### src/rtl/dshot_pkg.sv
// Shared constants, FSM state type and CRC helper for the DShot receiver.
// Optional command decode is enabled with the DSHOT_RX_CMD_EN macro.
package dshot_pkg;

   localparam int FRAME_BITS = 16;
   localparam int THR_W      = 11;
   localparam int CRC_W      = 4;
   localparam int CMD_W      = 6;
   localparam int CMD_MAX    = 47;

   typedef enum logic [2:0] {
      ST_RESYNC,
      ST_IDLE,
      ST_HIGH,
      ST_LOW,
      ST_CHECK
   } rx_state_t;

   // DShot checksum: XOR of the three nibbles of the 12-bit payload
   function automatic logic [CRC_W-1:0] dshot_crc(input logic [11:0] v);
      logic [11:0] x;
      x = v ^ (v >> 4) ^ (v >> 8);
      return x[CRC_W-1:0];
   endfunction

endpackage

### src/rtl/dshot_rx_channel.sv
// Single-line DShot receiver: input synchroniser, pulse-width bit decoder,
// CRC check, registered outputs and failsafe timeout.
// With DSHOT_RX_CMD_EN defined, payload values 1..47 are routed to cmd/cmd_valid.
module dshot_rx_channel
   import dshot_pkg::*;
#(
   parameter int CLK_HZ      = 16000000,
   parameter int DSHOT_RATE  = 150000,
   parameter int TIMEOUT_CYC = 1600000
) (
   input  logic             clk,
   input  logic             rst,
   input  logic             line,
   output logic [THR_W-1:0] throttle,
   output logic             telem_req,
   output logic             frame_valid,
   output logic             failsafe,
   output logic             crc_err
`ifdef DSHOT_RX_CMD_EN
   ,
   output logic [CMD_W-1:0] cmd,
   output logic             cmd_valid
`endif
);

   localparam int BIT_CYC  = CLK_HZ / DSHOT_RATE;
   localparam int THRESH   = BIT_CYC / 2;
   localparam int MIN_HIGH = BIT_CYC / 8;
   localparam int GAP_CYC  = 2 * BIT_CYC;
   localparam int CNT_W    = $clog2(GAP_CYC + 2);
   localparam int TO_W     = $clog2(TIMEOUT_CYC + 1);

   logic [1:0]            sync_q;
   logic                  line_s;
   logic                  line_d;
   logic                  rise;
   logic                  fall;
   rx_state_t             state;
   logic [CNT_W-1:0]      cnt;
   logic [4:0]            bit_idx;
   logic [FRAME_BITS-1:0] frame;
   logic [TO_W-1:0]       to_cnt;
   logic                  crc_ok;
   logic                  chk_good;
   logic                  chk_bad;
   logic [THR_W-1:0]      frm_thr;
   logic                  is_cmd;

   // Two-flop synchroniser plus a delayed copy for edge detection
   always_ff @(posedge clk or posedge rst) begin
      if (rst) begin
         sync_q <= '0;
         line_d <= 1'b0;
      end else begin
         // NOTE: non-blocking so every flop samples the pre-edge value; blocking would collapse the chain
         sync_q <= {sync_q[0], line};
         line_d <= sync_q[1];
      end
   end

   assign line_s = sync_q[1];
   assign rise   = line_s & ~line_d;
   assign fall   = ~line_s & line_d;

   // Bit framing FSM: measures high time of each pulse and assembles the frame MSB first
   always_ff @(posedge clk or posedge rst) begin
      if (rst) begin
         state   <= ST_RESYNC;
         cnt     <= '0;
         bit_idx <= '0;
         frame   <= '0;
      end else begin
         case (state)
            ST_RESYNC: begin
               bit_idx <= '0;
               if (line_s) begin
                  cnt <= '0;
               end else if (cnt == CNT_W'(GAP_CYC - 1)) begin
                  cnt   <= '0;
                  state <= ST_IDLE;
               end else begin
                  cnt <= cnt + CNT_W'(1);
               end
            end
            ST_IDLE: begin
               bit_idx <= '0;
               if (rise) begin
                  cnt   <= '0;
                  state <= ST_HIGH;
               end
            end
            ST_HIGH: begin
               if (fall) begin
                  cnt <= '0;
                  if (cnt < CNT_W'(MIN_HIGH)) begin
                     state <= ST_RESYNC;
                  end else begin
                     frame   <= {frame[FRAME_BITS-2:0], (cnt > CNT_W'(THRESH))};
                     bit_idx <= bit_idx + 5'd1;
                     state   <= (bit_idx == 5'(FRAME_BITS - 1)) ? ST_CHECK : ST_LOW;
                  end
               end else if (cnt > CNT_W'(BIT_CYC)) begin
                  cnt   <= '0;
                  state <= ST_RESYNC;
               end else begin
                  cnt <= cnt + CNT_W'(1);
               end
            end
            ST_LOW: begin
               if (rise) begin
                  cnt   <= '0;
                  state <= ST_HIGH;
               end else if (cnt > CNT_W'(GAP_CYC)) begin
                  // truncated frame: dropped without counting as a CRC error
                  cnt   <= '0;
                  state <= ST_RESYNC;
               end else begin
                  cnt <= cnt + CNT_W'(1);
               end
            end
            ST_CHECK: begin
               cnt   <= '0;
               state <= ST_RESYNC;
            end
            default: begin
               cnt   <= '0;
               state <= ST_RESYNC;
            end
         endcase
      end
   end

   assign crc_ok   = (dshot_crc(frame[FRAME_BITS-1:CRC_W]) == frame[CRC_W-1:0]);
   assign chk_good = (state == ST_CHECK) && crc_ok;
   assign chk_bad  = (state == ST_CHECK) && !crc_ok;
   assign frm_thr  = frame[FRAME_BITS-1:FRAME_BITS-THR_W];
   assign is_cmd   = (frm_thr != '0) && (frm_thr <= THR_W'(CMD_MAX));

   // Output registers and failsafe timeout; a good frame reloads the timeout counter
   always_ff @(posedge clk or posedge rst) begin
      if (rst) begin
         throttle    <= '0;
         telem_req   <= 1'b0;
         frame_valid <= 1'b0;
         failsafe    <= 1'b1;
         crc_err     <= 1'b0;
         to_cnt      <= TO_W'(TIMEOUT_CYC);
`ifdef DSHOT_RX_CMD_EN
         cmd         <= '0;
         cmd_valid   <= 1'b0;
`endif
      end else begin
         frame_valid <= 1'b0;
         crc_err     <= chk_bad;
`ifdef DSHOT_RX_CMD_EN
         cmd_valid   <= 1'b0;
`endif
         if (chk_good) begin
            to_cnt <= '0;
`ifdef DSHOT_RX_CMD_EN
            if (is_cmd) begin
               cmd       <= frm_thr[CMD_W-1:0];
               cmd_valid <= 1'b1;
            end else begin
               throttle    <= frm_thr;
               telem_req   <= frame[CRC_W];
               frame_valid <= 1'b1;
               failsafe    <= 1'b0;
            end
`else
            // command range has no meaning here, so it reads as zero throttle
            throttle    <= is_cmd ? '0 : frm_thr;
            telem_req   <= frame[CRC_W];
            frame_valid <= 1'b1;
            failsafe    <= 1'b0;
`endif
         end else if (to_cnt < TO_W'(TIMEOUT_CYC)) begin
            to_cnt <= to_cnt + TO_W'(1);
            if (to_cnt == TO_W'(TIMEOUT_CYC - 1)) begin
               failsafe  <= 1'b1;
               throttle  <= '0;
               telem_req <= 1'b0;
            end
         end
      end
   end

endmodule

### src/rtl/dshot_rx_multi.sv
// N-channel DShot receiver: one dshot_rx_channel per input line plus a shared
// saturating CRC-error counter. DSHOT_RX_CMD_EN adds the cmd/cmd_valid outputs.
module dshot_rx_multi
   import dshot_pkg::*;
#(
   parameter int NUM_CH      = 4,
   parameter int CLK_HZ      = 16000000,
   parameter int DSHOT_RATE  = 150000,
   parameter int TIMEOUT_CYC = 1600000
) (
   input  logic                    clk,
   input  logic                    rst,
   input  logic [NUM_CH-1:0]       dshot_in,
   output logic [NUM_CH*THR_W-1:0] throttle,
   output logic [NUM_CH-1:0]       telem_req,
   output logic [NUM_CH-1:0]       frame_valid,
   output logic [NUM_CH-1:0]       failsafe,
   output logic [7:0]              crc_err_cnt
`ifdef DSHOT_RX_CMD_EN
   ,
   output logic [NUM_CH*CMD_W-1:0] cmd,
   output logic [NUM_CH-1:0]       cmd_valid
`endif
);

   logic [NUM_CH-1:0] crc_err;
   logic [3:0]        err_sum;
   logic [8:0]        cnt_sum;

   for (genvar i = 0; i < NUM_CH; i++) begin : g_ch
      dshot_rx_channel #(
         .CLK_HZ      (CLK_HZ),
         .DSHOT_RATE  (DSHOT_RATE),
         .TIMEOUT_CYC (TIMEOUT_CYC)
      ) u_ch (
         .clk         (clk),
         .rst         (rst),
         .line        (dshot_in[i]),
         .throttle    (throttle[THR_W*i +: THR_W]),
         .telem_req   (telem_req[i]),
         .frame_valid (frame_valid[i]),
         .failsafe    (failsafe[i]),
         .crc_err     (crc_err[i])
`ifdef DSHOT_RX_CMD_EN
         ,
         .cmd         (cmd[CMD_W*i +: CMD_W]),
         .cmd_valid   (cmd_valid[i])
`endif
      );
   end

   // Popcount of this cycle's error requests and the widened sum for saturation
   always_comb begin
      // NOTE: every always_comb output gets a default first so no path can infer a latch
      err_sum = '0;
      for (int i = 0; i < NUM_CH; i++) begin
         err_sum = err_sum + {3'b000, crc_err[i]};
      end
      cnt_sum = {1'b0, crc_err_cnt} + {5'b00000, err_sum};
   end

   // Saturating CRC-error counter shared by all channels
   always_ff @(posedge clk or posedge rst) begin
      if (rst) begin
         crc_err_cnt <= '0;
      end else begin
         crc_err_cnt <= cnt_sum[8] ? 8'hFF : cnt_sum[7:0];
      end
   end

endmodule

### config.mk
export PLATFORM = sky130hd
export DESIGN_NAME = dshot_rx_multi
export DESIGN_NICKNAME = d
export VERILOG_FILES = /design/src/rtl/dshot_pkg.sv /design/src/rtl/dshot_rx_channel.sv /design/src/rtl/dshot_rx_multi.sv
export SDC_FILE = /design/constraint.sdc
export NUM_CORES = 1
export LEC_CHECK = 0
export ABC_CLOCK_PERIOD_IN_PS = 5000
export CORE_UTILIZATION = 50
export DETAILED_ROUTE_END_ITERATION = 6
export GPL_TIMING_DRIVEN = 1
export PLACE_DENSITY = 0.68
export REMOVE_ABC_BUFFERS = 1
export SLEW_MARGIN = 20
export SYNTH_ARGS = -nofsm -noshare
export SYNTH_HDL_FRONTEND = slang
export SYNTH_HIERARCHICAL = 1
export SYNTH_SLANG_ARGS = --single-unit
### constraint.sdc
create_clock -name clk -period 5 [get_ports clk]
set_clock_uncertainty 0.05 [all_clocks]
set_input_delay 1.5 -clock clk [delete_from_list [all_inputs] [get_ports clk]]
set_output_delay 1.5 -clock clk [all_outputs]
set_load 0.005 [all_outputs]
==> flow_summary_export.csv, run 1 <==
group,metric,value,unit
outcome,status,"completed",
clocking,cts_resized,0,
detailed_routing,wl_met2,13900,microns
detailed_routing,highest_layer,"met4",
detailed_routing,wl_per_cell,15.3,microns
detailed_routing,wl,29800,microns
finish,final_common_cell,"dfrtp_1",
logic_synthesis,syn_avg_cell_area,10.0,sq um
critical_path,startpoint_type,"flip-flop",
die,rows,62,
placed_design,gp_congestion,0.832,
hold_path,hp-start,"g_ch[3].u_ch/sync_q[0]",
finish,antenna_cells,0,
critical_path,cp_data_arrival_time,1.59,ns
sta,setup_slack,1.86,ns
clocking,cts_sinks,292,
power,vdd_drop_max,0.265,mV
power,sw_frac_of_total,22.9,%
die,die_area,30500,sq um
placed_design,io_buffers,69,
sta,post-route-min-period,3.14,ns
clocking,htreeDepth,2,
critical_path,cp_cell_sequence,"clkdlybuf4s50_1",
clocking,clk_latency,0.51,ns
sta,setup_viol,0,
critical_path,cp-end-kind,"primary output",
critical_path,crit_slowest_cell,"clkdlybuf4s50_1",
sta,slew_viol_final,0,
die,core_area,29000,sq um
logic_synthesis,netlist_instances,1491,
detailed_routing,wl_met3,958,microns
sta,finalCritPeriodShare,62.8,%
logic_synthesis,syn_area,14900,sq um
power,p_int,3.99,mW
clocking,cts_hold_buf,0,
critical_path,critical_path.top_delay_family,"buffers and inverters",
power,clockPowerShare,46.8,%
logic_synthesis,yosysUniqueCellTypes,64,
grt,gr-total-overflow,0,
grt,antenna_found_initial,0,
power,power_frac_comb,4.9,%
finish,final-seq-area,7340,sq um
sta,worst_slew_pin_slew,0.936,ns
logic_synthesis,synthFlopType,"dfrtp_1",
power,leakage,7.04,nW
detailed_routing,m1WireLength,14400,microns
clocking,cts_buffers,34,
critical_path,criticalPathCategory,"flip-flop to primary output",
critical_path,max_stage_delay,0.61,ns
clocking,cts_tree,"done",
logic_synthesis,ys_seq_area_share,49.2,%
critical_path,critical_path.startpoint,"crc_err_cnt[4]",
detailed_routing,via_per_inst,5.54,
sta,slew-limit-headroom,37.6,%
power,p_switching,1.19,mW
power,pwr-share-seq,48.4,%
die,initial_utilization,51.4,%
die,fp.dieW,175,microns
detailed_routing,postRouteAntennaNets,0,
finish,drive_gt1_share,10.5,%
sta,clock.fmax,0.319,GHz
grt,grt_pass1_wl,51000,microns
detailed_routing,drc,0,
finish,final_cell_mix,"dfrtp_1 (264), nand2_1 (174), nor2_1 (134)",
hold_path,hold_class,"flip-flop to flip-flop",
detailed_routing,drt_iter0_drc,709,
finish,multi_input_area,6950,sq um
grt,grt_max_degree,72,
logic_synthesis,synth-seq-cells,292,
critical_path,crit_fanout,8,
finish,nFillCells,2509,
critical_path,required,3.45,ns
grt,grtUsageTotal,19.9,%
clocking,cts_root_buf,"clkbuf_16",
placed_design,dp_hpwl,19800,microns
placed_design,dpl_worst_slack,1.64,ns
die,ios,70,
critical_path,cp_num_buf_inv,1,
detailed_routing,via_count,10795,
job,maxCapViolCount,0,
critical_path,worst_r2r_startpoint,"g_ch[0].u_ch/frame[10]",
logic_synthesis,yosys_warnings,6,
critical_path,r2r_setup_slack,2.39,ns
die,die_y,175,microns
sta,hold_viol_final,0,
power,power.density,306,nW/um^2
clocking,cts_buffer_depth,3,
sta,grt_setup_unrepaired,"no",
grt,grt_pass1_vias,10501,
logic_synthesis,async_reset_ff_share,100,%
logic_synthesis,synth_edf_count,0,
clocking,postCtsSetupBuffers,0,
sta,tns,0,ns
finish,nets,1577,
finish,area_growth,13.6,%
detailed_routing,dr.pass1.iters,7,
clocking,clk_pin_slew,0.06,ns
cells by family after synthesis:
kind of cell / Yosys count / synth area share (%)
AND/OR/NAND/NOR: 593 / 20.8
adder cells (fa/ha/maj): 32 / 2.84
flip-flops: 292 / 49.2
multiplexers: 93 / 6.59
XOR/XNOR: 118 / 6.93
buffers and inverters: 140 / 4.41
AO/OA/AOI/OAI: 223 / 9.25
synth_stat cells (14+ instances only):
master,number,area (sq um)
dfrtp_1,264,6610
nand2_1,174,653
nor2_1,134,503
o21ai_0,100,500
xnor2_1,78,683
inv_1,72,270
mux2i_1,52,521
nand3_1,42,210
a21oi_1,41,205
mux2_2,41,462
xor2_1,40,350
nor3_1,31,155
clkbuf_1,30,113
ha_1,29,363
dfstp_2,28,736
and3_1,26,163
nand4_1,23,144
nor4_1,21,131
nor4b_1,19,166
nand2b_1,17,106
buf_2,15,75.1
o31ai_1,15,113
nor2b_1,14,87.6
nor3b_1,14,105
sequential cells by signal, indices dropped and copies added (netlist names), 8 cells and up:
| signal | cells |
|---|---|
| g_ch.u_ch/to_cnt | 84 |
| g_ch.u_ch/frame | 64 |
| g_ch.u_ch/throttle | 44 |
| g_ch.u_ch/cnt | 32 |
| g_ch.u_ch/bit_idx | 20 |
| g_ch.u_ch/state | 12 |
| crc_err_cnt | 8 |
| g_ch.u_ch/sync_q | 8 |
power groups by stage:
stage	logic [mW]	clock network, mW	registers (mW)
floorplan	0.193	0	2.52
global placement	0.243	0	2.54
detailed placement	0.256	0	2.55
CTS	0.258	2.49	2.50
global route	0.296	2.59	2.52
finish	0.253	2.42	2.51
path summary, 6_finish.rpt:
check	to	depth (start not counted)
setup reg to reg	g_ch[0].u_ch/throttle[9]	5
min in group asynchronous	crc_err_cnt[3]	2
hold reg to reg	g_ch[3].u_ch/sync_q[1]	0
setup / recovery	crc_err_cnt[4]	1
hold / removal	g_ch[3].u_ch/sync_q[1]	0
max in group asynchronous	g_ch[0].u_ch/throttle[5]	3
layout make-up:
cell class / count / area share, %
clock inverters: 7 / 0.369
well taps: 384 / 2.84
multi-input cells: 1059 / 41.0
clock buffers: 55 / 6.16
repair buffers: 80 / 4.70
inverters: 72 / 1.60
flip-flops and latches: 292 / 43.3
metrics by stage:
stage               area [sq um]  power (mW)  util (%)  hold WS, ns  cells
floorplan                  14500        2.71         -        0.281   1423
global placement           15800        2.78      54.5        0.282   1885
detailed placement         15800        2.80      54.5        0.286   1885
CTS                        16900        5.26      58.3        0.299   1947
global route               16900        5.40      58.4        0.304   1949
finish                     16900        5.18      58.4        0.297   1949
layer usage:
| layer | GRT usage [%] | vias up |
|---|---|---|
| li1 | - | 5293 |
| met2 | 31.8 | 168 |
| met1 | 28.2 | 5292 |
| met4 | 5.69 | 0 |
| met3 | 2.92 | 42 |
| met5 | 0 | - |
Power figures use the tool's default switching activity.
==> run 2: changes to the inputs <==
--- a/config.mk
+++ b/config.mk
@@ -5,7 +5,7 @@
 export SDC_FILE = /design/constraint.sdc
 export NUM_CORES = 1
 export LEC_CHECK = 0
-export ABC_CLOCK_PERIOD_IN_PS = 5000
+export ABC_CLOCK_PERIOD_IN_PS = 3200
 export CORE_UTILIZATION = 50
 export DETAILED_ROUTE_END_ITERATION = 6
 export GPL_TIMING_DRIVEN = 1
==> constraint.sdc (replaced) <==
create_clock -name clk -period 3.2 [get_ports clk]
set_clock_uncertainty 0.05 [all_clocks]
set_input_delay 0.96 -clock clk [delete_from_list [all_inputs] [get_ports clk]]
set_output_delay 0.96 -clock clk [all_outputs]
set_load 0.005 [all_outputs]
==> flow_summary_export.csv, run 2 (synthesis results as in run 1) <==
group,metric,value,unit
outcome,status,"finished, violations left",
outcome,violations,"design-rule violations",
sta,grt_setup_unrepaired,"no",
finish,regMostFlops,"g_ch.u_ch/to_cnt",
sta,hold_viol_final,0,
critical_path,cp_data_arrival_time,1.59,ns
die,ios,70,
sta,slew_viol_final,0,
die,initial_utilization,51.4,%
detailed_routing,m1WireLength,14700,microns
finish,multi_input_area,6950,sq um
job,maxCapViolCount,0,
critical_path,cp-end-kind,"primary output",
clocking,cts_buffers,34,
sta,tns,0,ns
power,p_switching,1.90,mW
grt,gr-total-overflow,0,
finish,area_growth,14.3,%
finish,nFillCells,2489,
power,power_frac_comb,4.8,%
finish,reg.largest.list,"g_ch.u_ch/to_cnt: 84 flops, g_ch.u_ch/frame: 64 flops, g_ch.u_ch/throttle: 44 flops",
detailed_routing,wl,30000,microns
critical_path,startpoint_type,"flip-flop",
finish,final-seq-area,7340,sq um
detailed_routing,postRouteAntennaNets,0,
grt,antenna_found_initial,0,
die,core_area,29000,sq um
grt,grtUsageTotal,20.2,%
detailed_routing,via_per_inst,5.53,
sta,setup_viol,0,
placed_design,gp_congestion,0.825,
finish,fin_area,17100,sq um
power,leakage,7.09,nW
power,sw_frac_of_total,23.1,%
power,power,8.21,mW
detailed_routing,highest_layer,"met4",
detailed_routing,wl_per_cell,15.4,microns
placed_design,dp_hpwl,19900,microns
detailed_routing,drt_iter0_drc,720,
finish,final_cell_mix,"dfrtp_1 (264), nand2_1 (174), nor2_1 (134)",
clocking,cts_resized,0,
clocking,postCtsSetupBuffers,0,
grt,grt_pass1_vias,10610,
detailed_routing,drc,2,
finish,largest_reg_flops,84,
grt,grt_pass1_wl,51800,microns
die,rows,62,
sta,clock.fmax,0.385,GHz
power,vdd_drop_max,0.402,mV
critical_path,cp_num_buf_inv,1,
grt,grt_max_degree,72,
placed_design,io_buffers,69,
finish,fin_util,58.8,%
power,p_int,6.31,mW
critical_path,critical_path.top_delay_family,"buffers and inverters",
critical_path,crit_slowest_cell,"clkdlybuf4s50_1",
finish,nets,1580,
critical_path,required,2.19,ns
critical_path,r2r_setup_slack,0.68,ns
die,fp.dieW,175,microns
critical_path,crit_fanout,8,
power,power.density,482,nW/um^2
clocking,htreeDepth,2,
power,clockPowerShare,47.6,%
detailed_routing,dr.pass1.iters,7,
detailed_routing,via_count,10782,
clocking,cts_tree,"done",
die,die_area,30500,sq um
clocking,cts_sinks,292,
clocking,cts_buffer_depth,3,
sta,finalCritPeriodShare,81.2,%
critical_path,criticalPathCategory,"flip-flop to primary output",
finish,final_common_cell,"dfrtp_1",
finish,drive_gt1_share,10.9,%
sta,worst_slew_pin_slew,0.808,ns
power,pwr-share-seq,47.6,%
detailed_routing,wl_met3,944,microns
critical_path,cp_cell_sequence,"clkdlybuf4s50_1",
sta,post-route-min-period,2.60,ns
finish,antenna_cells,0,
clocking,cts_hold_buf,0,
clocking,clk_latency,0.51,ns
clocking,cts_root_buf,"clkbuf_16",
hold_path,hold_class,"flip-flop to flip-flop",
placed_design,placed_area,15900,sq um
sta,slew-limit-headroom,46.1,%
clocking,clk_pin_slew,0.06,ns
die,die_y,175,microns
critical_path,max_stage_delay,0.60,ns
detailed_routing,wl_met2,13800,microns
[run 2: changes by cell type in the layout (fill, tap and decap cells not counted)]
cell / delta
buf_12: +5
inv_6: +1
clkinvlp_4: +2
buf_6: -1
clkbuf_1: -5
bufinv_16: +1
clkinv_2: -1
buf_8: -1
inv_2: +1
[run 2: cell type report]
type | instances | share of cell area (%)
clock inverters | 11 | 0.682
clock buffers | 50 | 6.01
inverters | 72 | 1.58
well taps | 384 | 2.82
multi-input cells | 1059 | 40.7
repair buffers | 83 | 5.11
flip-flops and latches | 292 | 43.1
[run 2: worst paths after layout]
check / start / end / cells after the start
worst max-delay path: crc_err_cnt[4] / crc_err_cnt[4] / 1
worst min-delay path: g_ch[1].u_ch/sync_q[0] / g_ch[1].u_ch/sync_q[1] / 0
worst max register to register: g_ch[0].u_ch/frame[10] / g_ch[0].u_ch/to_cnt[16] / 6
worst min register to register: g_ch[1].u_ch/sync_q[0] / g_ch[1].u_ch/sync_q[1] / 0
max in group asynchronous: rst / g_ch[0].u_ch/cnt[2] / 3
min in group asynchronous: rst / g_ch[0].u_ch/to_cnt[2] / 2
[run 2: power by group through the flow]
stage	logic [mW]	clock network, mW	registers [mW]
2_1_floorplan	0.302	0	3.94
3_3_place_gp	0.383	0	3.97
3_5_place_dp	0.397	0	3.97
4_1_cts	0.401	4.03	3.91
5_1_grt	0.466	4.16	3.93
6_report	0.392	3.91	3.91
[run 2: metrics by stage]
stage               instances  setup slack (ns)  hold slack (ns)
floorplan                1423             0.405            0.281
global placement         1890             0.764            0.284
detailed placement       1890             0.688            0.285
CTS                      1951             0.579            0.298
global route             1951             0.480            0.310
finish                   1951             0.601            0.297
[run 2: routing by layer]
metal / up-vias / GRT usage [%]
met2: 161 / 32.1
met4: 0 / 5.54
met3: 40 / 3.00
li1: 5312 / -
met5: - / 0
met1: 5269 / 28.9
==> run 3: changes to the inputs <==
--- a/config.mk
+++ b/config.mk
@@ -5,11 +5,11 @@
 export SDC_FILE = /design/constraint.sdc
 export NUM_CORES = 1
 export LEC_CHECK = 0
-export ABC_CLOCK_PERIOD_IN_PS = 3200
+export ABC_CLOCK_PERIOD_IN_PS = 2230
 export CORE_UTILIZATION = 50
 export DETAILED_ROUTE_END_ITERATION = 6
 export GPL_TIMING_DRIVEN = 1
-export PLACE_DENSITY = 0.68
+export PLACE_DENSITY = 0.71
 export REMOVE_ABC_BUFFERS = 1
 export SLEW_MARGIN = 20
 export SYNTH_ARGS = -nofsm -noshare
==> constraint.sdc (replaced) <==
create_clock -name clk -period 2.23 [get_ports clk]
set_clock_uncertainty 0.05 [all_clocks]
set_input_delay 0.669 -clock clk [delete_from_list [all_inputs] [get_ports clk]]
set_output_delay 0.669 -clock clk [all_outputs]
set_load 0.005 [all_outputs]
==> flow_summary_export.csv, run 3 (synthesis results as in run 1) <==
group,metric,value,unit
finish,drive_gt1_share,16.1,%
detailed_routing,wl,30400,microns
sta,slew-limit-headroom,56.3,%
clocking,cts_buffers,34,
finish,multi_input_area,7010,sq um
power,power.density,684,nW/um^2
finish,largest_reg_flops,84,
finish,final_common_cell,"dfrtp_1",
sta,hold_viol_final,0,
power,leakage,7.52,nW
detailed_routing,postRouteAntennaNets,0,
placed_design,io_buffers,69,
critical_path,cp-end-kind,"flip-flop",
detailed_routing,wl_per_cell,15.1,microns
grt,grt_pass1_wl,52700,microns
die,rows,62,
finish,regMostFlops,"g_ch.u_ch/to_cnt",
finish,nets,1647,
critical_path,startpoint_type,"flip-flop",
sta,clock.fmax,0.439,GHz
critical_path,criticalPathCategory,"flip-flop to flip-flop",
die,fp.dieW,175,microns
critical_path,required,2.57,ns
finish,reg.largest.list,"g_ch.u_ch/to_cnt: 84 flops, g_ch.u_ch/frame: 64 flops, g_ch.u_ch/throttle: 44 flops",
detailed_routing,via_per_inst,5.49,
placed_design,dp_hpwl,20400,microns
critical_path,cp_data_arrival_time,2.62,ns
job,maxCapViolCount,0,
sta,finalCritPeriodShare,102,%
die,ios,70,
critical_path,reg2regPathDepth,9,
outcome,status,"finished, violations left",
clocking,cts_sinks,292,
finish,fin_util,61.3,%
sta,worst_slew_pin_slew,0.653,ns
grt,grt_max_degree,72,
critical_path,crit_fanout,4,
sta,setup_viol,2,
clocking,clk_latency,0.50,ns
detailed_routing,via_count,11087,
hold_path,min_path_cells,0,
sta,slew_viol_final,0,
sta,post-route-min-period,2.28,ns
detailed_routing,drc,0,
finish,nFillCells,2444,
sta,setup_slack,-0.0478,ns
finish,fin_area,17800,sq um
die,core_area,29000,sq um
die,die_y,175,microns
finish,antenna_cells,0,
placed_design,placed_area,16500,sq um
clocking,cts_tree,"done",
finish,final_cell_mix,"dfrtp_1 (258), nand2_1 (174), nor2_1 (134)",
hold_path,hold_class,"flip-flop to flip-flop",
clocking,cts_buffer_depth,3,
die,die_area,30500,sq um
die,initial_utilization,51.4,%
clocking,cts_hold_buf,0,
grt,gr-total-overflow,0,
finish,final-seq-area,7350,sq um
grt,grtUsageTotal,20.4,%
grt,grt_pass1_vias,11121,
detailed_routing,drt_iter0_drc,788,
power,vdd_drop_max,0.418,mV
sta,grt_setup_unrepaired,"yes",
detailed_routing,dr.pass1.iters,5,
outcome,violations,"negative setup slack",
grt,antenna_found_initial,0,
clocking,cts_root_buf,"clkbuf_16",
finish,area_growth,19.2,%
clocking,clk_pin_slew,0.06,ns
clocking,htreeDepth,2,
placed_design,gp_congestion,0.837,
==> run 3: changes by cell type in the layout (fill, tap and decap cells not counted), sizes merged <==
cell and delta:
buf +67, clkbuf +3, dlygate4sd2 +7, clkinvlp -1, bufinv +1, clkinv -2
clkdlybuf4s50 -7
==> run 3: worst max-delay path, stage by stage, from the launching register on <==
cell and delay, ns:
dfrtp_1 0.39, fa_1 0.56, inv_2 0.04, fa_2 0.34
inv_2 0.06, fa_2 0.19, and3_4 0.21, nand3_2 0.09
nor3_2 0.19, a21oi_1 0.06
==> run 3: repair_timing <==
item / CTS / global route
setup buffers: 0 / 2
setup endpoints to repair: 13 / 51
gates resized for setup: 14 / 17
endpoints found under the hold margin: 0 / 0
pin swaps: 0 / 3
==> run 3: cell type report <==
| cell class | count | area share, % |
|---|---|---|
| clock buffers | 53 | 6.16 |
| clock inverters | 9 | 0.760 |
| inverters | 72 | 1.52 |
| multi-input cells | 1059 | 39.4 |
| flip-flops and latches | 292 | 41.3 |
| well taps | 384 | 2.70 |
| repair buffers | 150 | 8.07 |
==> run 3: report_power, final <==
part,total (mW),switching (mW),leakage [nW],internal [mW]
combinational,0.648,0.384,3.05,0.264
sequential,5.57,0.162,3.87,5.41
clock,5.94,2.20,0.602,3.74
total,12.2,2.75,7.52,9.42
==> run 3: worst paths after layout <==
| path | startpoint | end | slack [ns] |
|---|---|---|---|
| min | g_ch[0].u_ch/sync_q[0] | g_ch[0].u_ch/sync_q[1] | 0.30 |
| min in group asynchronous | rst | crc_err_cnt[7] | 0.65 |
| min reg2reg | g_ch[0].u_ch/sync_q[0] | g_ch[0].u_ch/sync_q[1] | 0.30 |
| max in group asynchronous | rst | g_ch[2].u_ch/to_cnt[9] | 1.00 |
| max | crc_err_cnt[0] | crc_err_cnt[6] | -0.05 |
| max reg2reg | crc_err_cnt[0] | crc_err_cnt[6] | -0.05 |
==> run 3: routing by layer <==
| metal | up-vias | global-route usage, % | share of wire, % |
|---|---|---|---|
| met5 | - | 0 | 0 |
| met3 | 33 | 3.24 | 3.4 |
| met1 | 5428 | 28.0 | 47 |
| met4 | 0 | 5.43 | 1.7 |
| li1 | 5430 | - | - |
| met2 | 196 | 33.7 | 48 |
==> run 3: stage by stage <==
stage	std cells	total power [mW]	worst slack (ns)	setup TNS [ns]	hold slack, ns
after global routing	2019	12.7	-0.163	-0.373	0.312
after global placement	1956	6.28	-0.0802	-0.0802	0.295
after CTS	2018	12.3	-0.0581	-0.0978	0.306
final	2019	12.2	-0.0478	-0.0537	0.305
after floorplan	1423	6.08	-0.535	-93.42	0.281
after detailed placement	1956	6.32	-0.0926	-0.0926	0.295
